--- src/rtl/bias_add_pkg.sv ---
// Shared constants and types for the bias add / saturate / ReLU block.
// Holds the lane width, saturation limits and the pass FSM states.
package bias_add_pkg;

    localparam int DW = 18;

    localparam logic [DW-1:0] SAT_MAX = 18'h1FFFF;
    localparam logic [DW-1:0] SAT_MIN = 18'h20000;

    typedef enum logic [1:0] {
        IDLE  = 2'd0,
        RUN   = 2'd1,
        DRAIN = 2'd2
    } state_e;

endpackage

--- src/rtl/bias_sat_lane.sv ---
// One lane of saturate + optional ReLU applied to a registered DW+1 sum.
// Ports: sum_i (DW+1 signed sum), res_o (DW-bit saturated result).
module bias_sat_lane
    import bias_add_pkg::*;
#(
    parameter int DW   = bias_add_pkg::DW,
    parameter int RELU = 1
) (
    input  logic [DW:0]   sum_i,
    output logic [DW-1:0] res_o
);

    logic [DW-1:0] hi;
    logic [DW-1:0] lo;
    logic [DW-1:0] sat;

    generate
        if (DW == bias_add_pkg::DW) begin : g_pkg
            assign hi = SAT_MAX;
            assign lo = SAT_MIN;
        end else begin : g_gen
            assign hi = {1'b0, {(DW-1){1'b1}}};
            assign lo = {1'b1, {(DW-1){1'b0}}};
        end
    endgenerate

    // The two top bits of the sum differ exactly when it left DW-bit range;
    // the extra sign bit tells which way.
    always_comb begin
        sat = sum_i[DW-1:0];
        if (sum_i[DW] != sum_i[DW-1]) begin
            sat = sum_i[DW] ? lo : hi;
        end
        res_o = sat;
        if ((RELU != 0) && sat[DW-1]) begin
            res_o = '0;
        end
    end

endmodule

--- src/rtl/bias_add_relu.sv ---
// Adds the selected bias vector to each accumulator beat, saturates, ReLUs.
// Ports: start/busy/done pass control, acc_* input stream, bias_q/bias_sel
// bias ROM interface, out_* output stream (2-stage valid/ready pipeline).
module bias_add_relu
    import bias_add_pkg::*;
#(
    parameter int N_adder_tree  = 16,
    parameter int DW            = bias_add_pkg::DW,
    parameter int PIX_PER_GROUP = 196,
    parameter int N_GROUPS      = 2,
    parameter int RELU          = 1,
    localparam int SW = (N_GROUPS > 1) ? $clog2(N_GROUPS) : 1
) (
    input  logic                       clk,
    input  logic                       rst_n,
    input  logic                       start,
    input  logic                       acc_valid,
    output logic                       acc_ready,
    input  logic [N_adder_tree*DW-1:0] acc_data,
    input  logic [N_adder_tree*DW-1:0] bias_q,
    output logic [SW-1:0]              bias_sel,
    output logic                       out_valid,
    input  logic                       out_ready,
    output logic [N_adder_tree*DW-1:0] out_data,
    output logic                       busy,
    output logic                       done
);

    localparam int PW = (PIX_PER_GROUP > 1) ? $clog2(PIX_PER_GROUP) : 1;
    localparam int SUMW = DW + 1;
    localparam int VW = N_adder_tree * DW;
    localparam int SVW = N_adder_tree * SUMW;
    localparam logic [PW-1:0] PIX_LAST = PW'(PIX_PER_GROUP - 1);
    localparam logic [SW-1:0] GRP_LAST = SW'(N_GROUPS - 1);

    state_e state_q, state_d;
    logic [PW-1:0] pix_cnt_q, pix_cnt_d;
    logic [SW-1:0] grp_cnt_q, grp_cnt_d;
    logic v1_q, v1_d;
    logic v2_q, v2_d;
    logic done_q, done_d;
    logic [SVW-1:0] sum_q, sum_d;
    logic [VW-1:0] out_q, out_d;
    logic [VW-1:0] res;

    logic adv1;
    logic adv2;
    logic accept;

    assign adv2      = !v2_q || out_ready;
    assign adv1      = !v1_q || adv2;
    assign acc_ready = (state_q == RUN) && adv1;
    assign accept    = acc_valid && acc_ready;

    assign bias_sel  = grp_cnt_q;
    assign out_valid = v2_q;
    assign out_data  = out_q;
    assign busy      = (state_q != IDLE);
    assign done      = done_q;

    // Stage 1: sign-extended add, bias captured with the beat it belongs to.
    always_comb begin
        sum_d = sum_q;
        v1_d  = v1_q;
        if (adv1) begin
            v1_d = accept;
            if (accept) begin
                for (int i = 0; i < N_adder_tree; i++) begin
                    sum_d[i*SUMW +: SUMW] =
                        {acc_data[i*DW + DW - 1], acc_data[i*DW +: DW]} +
                        {bias_q[i*DW + DW - 1], bias_q[i*DW +: DW]};
                end
            end
        end
    end

    generate
        for (genvar g = 0; g < N_adder_tree; g++) begin : g_lane
            bias_sat_lane #(
                .DW   (DW),
                .RELU (RELU)
            ) u_lane (
                .sum_i (sum_q[g*SUMW +: SUMW]),
                .res_o (res[g*DW +: DW])
            );
        end
    endgenerate

    // Stage 2: out_data only moves when the stage advances, so it holds
    // steady under backpressure.
    always_comb begin
        v2_d  = v2_q;
        out_d = out_q;
        if (adv2) begin
            v2_d = v1_q;
            if (v1_q) begin
                out_d = res;
            end
        end
    end

    // done is registered on the edge the pipeline empties so it lands in
    // the cycle after the final output handshake, with busy already low.
    always_comb begin
        state_d   = state_q;
        pix_cnt_d = pix_cnt_q;
        grp_cnt_d = grp_cnt_q;
        done_d    = 1'b0;
        unique case (state_q)
            IDLE: begin
                if (start) begin
                    state_d   = RUN;
                    pix_cnt_d = '0;
                    grp_cnt_d = '0;
                end
            end
            RUN: begin
                if (accept) begin
                    if (pix_cnt_q == PIX_LAST) begin
                        pix_cnt_d = '0;
                        if (grp_cnt_q == GRP_LAST) begin
                            grp_cnt_d = '0;
                            state_d   = DRAIN;
                        end else begin
                            grp_cnt_d = grp_cnt_q + SW'(1);
                        end
                    end else begin
                        pix_cnt_d = pix_cnt_q + PW'(1);
                    end
                end
            end
            DRAIN: begin
                if (!v1_d && !v2_d) begin
                    state_d = IDLE;
                    done_d  = 1'b1;
                end
            end
            default: begin
                state_d = IDLE;
            end
        endcase
    end

    always_ff @(posedge clk or negedge rst_n) begin
        if (!rst_n) begin
            state_q   <= IDLE;
            pix_cnt_q <= '0;
            grp_cnt_q <= '0;
            v1_q      <= 1'b0;
            v2_q      <= 1'b0;
            done_q    <= 1'b0;
            sum_q     <= '0;
            out_q     <= '0;
        end else begin
            state_q   <= state_d;
            pix_cnt_q <= pix_cnt_d;
            grp_cnt_q <= grp_cnt_d;
            v1_q      <= v1_d;
            v2_q      <= v2_d;
            done_q    <= done_d;
            sum_q     <= sum_d;
            out_q     <= out_d;
        end
    end

endmodule

--- config.mk ---
export PLATFORM = sky130hd
export DESIGN_NAME = bias_add_relu
export DESIGN_NICKNAME = d
export VERILOG_FILES = /design/src/rtl/bias_add_pkg.sv /design/src/rtl/bias_sat_lane.sv /design/src/rtl/bias_add_relu.sv
export SDC_FILE = /design/constraint.sdc
export NUM_CORES = 2
export LEC_CHECK = 0
export BUFFER_PORTS_ARGS = -buffer_cell sky130_fd_sc_hd__buf_2
export CORE_AREA = 4 4 334 336
export DETAILED_ROUTE_END_ITERATION = 6
export DIE_AREA = 0 0 338 340
export GPL_TIMING_DRIVEN = 0
export PLACE_DENSITY_LB_ADDON = 0.05
export SYNTH_ARGS = -nofsm -noshare
export SYNTH_HDL_FRONTEND = slang
export SYNTH_SLANG_ARGS = --single-unit
--- constraint.sdc ---
create_clock -name clk -period 2.7 [get_ports clk]
set_clock_uncertainty 0.15 [all_clocks]
set_input_delay 0.135 -clock clk [delete_from_list [all_inputs] [get_ports clk]]
set_output_delay 0.135 -clock clk [all_outputs]
set_load 0.005 [all_outputs]
; Word level (Yosys, flattened, before mapping)
; Cells that the tools add are included.
[classes]
n_reduce_logical = 17
n_mux = 67
add_sub_neg = 18
n_eq_ne = 24
[ops]
columns = operator, n
row1 = $mux W18, 32
row2 = $add A18 B18 Y19, 16
row3 = $mux W17, 16
row4 = $mux W8, 3
row5 = $ne A1 B1 Y1, 16
row6 = $pmux W8 S2, 1
row7 = $mux W2, 5
row8 = $add A8 B1 Y8 const B, 1
row9 = $eq A8 B8 Y1 const B, 1
row10 = $mux W1, 8
row11 = $ne A2 B2 Y1 const B, 4
row12 = $pmux W2 S3, 1
row13 = $reduce_and A5 Y1, 1
row14 = $logic_not A1 Y1, 4
row15 = $reduce_and A2 Y1, 2
row16 = $reduce_and A4 Y1, 1
row17 = $reduce_bool A2 Y1, 2
row18 = $logic_and A1 B1 Y1, 3
row19 = $reduce_and A3 Y1, 1
row20 = $eq A2 B1 Y1 const B, 1
row21 = $eq A2 B2 Y1 const B, 1
row22 = $logic_not A2 Y1, 1
row23 = $logic_or A1 B1 Y1, 2
row24 = $ne A2 B1 Y1 const B, 1
row25 = 2 further kinds, 2
[totals]
elab_cells = 134
inputBits = 581
ff_bits = 606
out_inout_bits = 293

; Logic depth before layout (Yosys ltp)
[logic_depth]
ltp_word = 10
mapped_depth = 10
ltp_nobuf = 10

; Modules after synthesis
; A second synthesis with hierarchy kept.
[unflattened]
hier_cells = 4302
hier_area_um2 = 40521.4
[by_module_without_submodules]
columns = module, seq_area_each_um2, cells_each, area_each_um2, n_inst
row1 = bias_add_relu, 15164.5, 3550, 35636.7, 1
row2 = bias_sat_lane, 0.0, 47, 305.3, 16

; Worst setup path before layout
; Ideal clock, no wire load.
[synth_path]
kind = input to register
start = input acc_data[180]
end = register sum_q[208]
required_time_ns = 2.426
setup_slack_ns = 0.424
n_path_buf = 0
setup_ns = 0.124
arrival_time_ns = 2.002
stages = 10
cell_sequence = ha_1 -> inv_1 -> fa_1 -> nor2b_1 -> o31ai_1 -> a21oi_1 -> o21ai_0 -> o21ai_0 -> a21oi_1 -> o31a_1
[synth_via]
elab_chain_len = 1
[synth_lines]
columns = item, line
row1 = "start, declared", bias_add_relu.sv:19  ; input logic [N_adder_tree*DW-1:0] acc_data,
row2 = $add A18 B18 Y19, bias_add_relu.sv:70  ; {acc_data[i*DW + DW - 1], acc_data[i*DW +: DW]} +
row3 = "end signal, assigned", bias_add_relu.sv:161  ; sum_q <= sum_d;
row4 = "end, declared", bias_add_relu.sv:42  ; logic [SVW-1:0] sum_q, sum_d;
; Every way passes these cells.
; A chain may end at the register's enable or synchronous reset.

; Worst setup path after layout
[layout_path]
start = input bias_q[45]
end = register sum_q[53]
[layout_via]
elab_chain_len = 1
[layout_lines]
columns = item, line
row1 = "start, declared", bias_add_relu.sv:20  ; input logic [N_adder_tree*DW-1:0] bias_q,
row2 = $add A18 B18 Y19, bias_add_relu.sv:70
; Every way passes these cells.

==> results.cfg <==
[setup_path]
startpoint_type = input port
cp_slowest_cell = dlygate4sd3_1
cp_max_fo = 6
crit_buf_inv = 3
timing.critical_path.to_type = flop
critPathRequiredTime_ns = 3.01
path_class = in2reg
arrival_ns = 2.97
cpPeakStageDelay_ns = 0.53
path_cells = dlygate4sd3_1 -> buf_2 -> ha_1 -> and4_1 -> nand2_1 -> a211oi_2 -> o41ai_2 -> buf_4 -> a21boi_0 -> mux2i_1 -> o311ai_0
path_delay_family = compound AO/OA/AOI/OAI gates

[final_layout]
multi_input_area_um2 = 21100
final_common_cell = buf_2
layout-drive-gt1-share_pct = 19.9
syn2layout_area_growth_pct = 45.4
mostFrequentLayoutCells = buf_2, dlygate4sd3_1, nand2_1, o21ai_0, dfrtp_1
nets = 6837
fillCellCount = 10700
stdcell_area_um2 = 53700
register_area_um2 = 14800

[die]
fp.dieH_um = 340
ioPinCount = 874
die_w_um = 338
start_util_pct = 34.0
dieArea_um2 = 115000
core_area_um2 = 109000
rows = 121

[drt]
drt-pass1-iter-count = 5
drt_iter0_markers = 2373
wl_per_cell_um = 22.8
routed_wl_um = 170000
vias = 38700
drtAntennaViolNets = 0
vias_per_cell = 5.20
drc = 0

[clocking]
numCtsBuffers = 73
root_buffer = clkbuf_16
tritoncts = done
cts.path.max_buffers = 3
clkTransAtPathRegs_ns = 0.06
cts_sinks = 590
cts.htree.levels = 3
clock_latency_ns = 0.64

[power]
max-vdd-ir-drop_mv = 0.657
powerDensity_nw_per_um2 = 892
p_leak_nw = 25.6

[synthesis]
synth.distinct_cells = 88
synth_area_um2 = 36900
ys_async_sr_fraction_pct = 100
synthFlopType = dfrtp_1
synth_top_area_share_pct = 40.0
yosysTopAreaCell = dfrtp_1
syn_area_per_cell_um2 = 8.71
yosysWarnings = 0
synth_edf_count = 0
synth_cells = 4236
ys_seq_area_share_pct = 40.0
synth.area.top_cells = dfrtp_1, ha_1, o21ai_0
synth_seq_cells = 590

[flow_run]
cap_viol_max_count = 0

[timing]
fin_setup_tns_ns = 0
hold_violations = 0
finalSetupViolations = 0
period_needed_ns = 2.66
drv_slew = 0
worst_pin_slew_ns = 0.885
post-route-period-util_pct = 98.7
max_freq_ghz = 0.375
rsz0062_at_grt = true
slew_headroom_pct = 40.5
hold_ws_ns = 0.0177

[placed_design]
port_buffers = 857
gp_routability_congestion = 0.889
dpl.hpwl_um = 127000
dpl-instance-area_um2 = 43200

[outcome]
status = finished, final reports clean

[global_routing]
first_global_vias = 39300
antenna_found_initial = 78
grtUsageTotal_pct = 28.7
grt-ovfl-total = 0
grt_pass1_wl_um = 249000
grt_start_max_net_pins = 111

[worst_hold_path]
hp-class = in2reg
worst paths after layout:
check / from / depth (start not counted) / end / slack [ns]
hold / removal: acc_data[2] / 5 / sum_q[4] / 0.02
setup / recovery: bias_q[45] / 11 / sum_q[53] / 0.04
min in group asynchronous: rst_n / 4 / out_data[247] / 0.52
setup reg to reg: out_valid / 8 / out_data[203] / 0.12
hold reg to reg: out_data[192] / 2 / out_data[192] / 0.32
max in group asynchronous: rst_n / 5 / out_data[97] / 0.76
power by group:
part	switching, mW	internal, mW	total, mW	leakage, nW
Sequential	2.50	12.8	15.3	7.39
Clock	4.14	6.14	10.3	1.19
Combinational	14.0	8.22	22.3	17.0
kinds of logic (layout without fill, tap and decap cells):
group / count (synthesis) / in the layout / share of synthesized area [%]
AO/OA/AOI/OAI: 1543 / 1543 / 24.7
AND/OR/NAND/NOR: 1205 / 1205 / 14.6
flip-flops: 590 / 590 / 40.0
buffers and inverters: 355 / 2075 / 3.90
adder cells (fa/ha/maj): 337 / 337 / 11.8
XOR/XNOR: 180 / 180 / 4.27
multiplexers: 25 / 25 / 0.712
other: 1 / 66 / 0.0102
registers in the layout, indices dropped and copies added, names as in the netlist:
name and flops:
bias_sel 1, done 1, out_data 272, out_valid 1, pix_cnt_q 8, state_q 2
sum_q 304, v1_q 1
timing repair:
| action | in CTS | in global routing |
|---|---|---|
| endpoints found under the setup margin | 571 | 179 |
| resized for setup | 101 | 108 |
| hold buffers | 723 | 0 |
| setup buffers | 0 | 9 |
| endpoints found under the hold margin | 560 | 0 |
| cloned | 0 | 0 |
| pin swaps | 0 | 17 |
cells in the mapped netlist (16+ instances only):
master	n
a21o_1	114
a21oi_1	477
nor3b_1	24
a31oi_1	28
o31ai_1	43
a211oi_1	30
nor2b_1	27
inv_1	136
o21ai_0	607
o211ai_1	21
xor2_1	92
nand2b_1	54
fa_1	16
nand2_1	693
clkbuf_1	155
xnor2_1	88
or3_1	28
buf_2	36
o21bai_1	28
o21a_1	51
o2111ai_1	17
nor3_1	46
nor2_1	156
ha_1	321
buf_4	16
dfrtp_1	590
and3_1	26
nand3_1	61
nand4_1	27
layer usage:
metal  wire (um)  up-vias  track usage (%)
met5         226        -                0
met4        6520       34             10.8
met3       11300      305             6.23
met2       80300     1182             48.0
met1       71200    18600             36.3
li1            -    18500                -
area by class of cell:
class	count	area share, %
antenna	50	0.233
buffer	218	2.25
clock buffer	105	3.97
clock inverter	22	0.567
inverter	136	0.951
multi-input combinational	3306	39.3
sequential	590	27.5
tap	1414	3.30
timing repair buffer	1594	21.9
worst min-delay path, cell delays in order:
cell	delay, ns
buf_2	0.08
ha_1	0.17
nor2_1	0.07
a21boi_2	0.21
o31ai_1	0.10
metrics by stage:
step                setup slack [ns]  utilization, %  cells  total power, mW
global placement              -12.34            39.6   6522             35.8
detailed placement             -1.75            39.8   6528             36.0
finish                        0.0356            49.4   7435             47.9
CTS                          0.00987            48.9   7378             48.0
floorplan                      0.424               -   4251             26.4
global route                 -0.0568            49.4   7411             51.5
(Power assumes the default switching activity.)
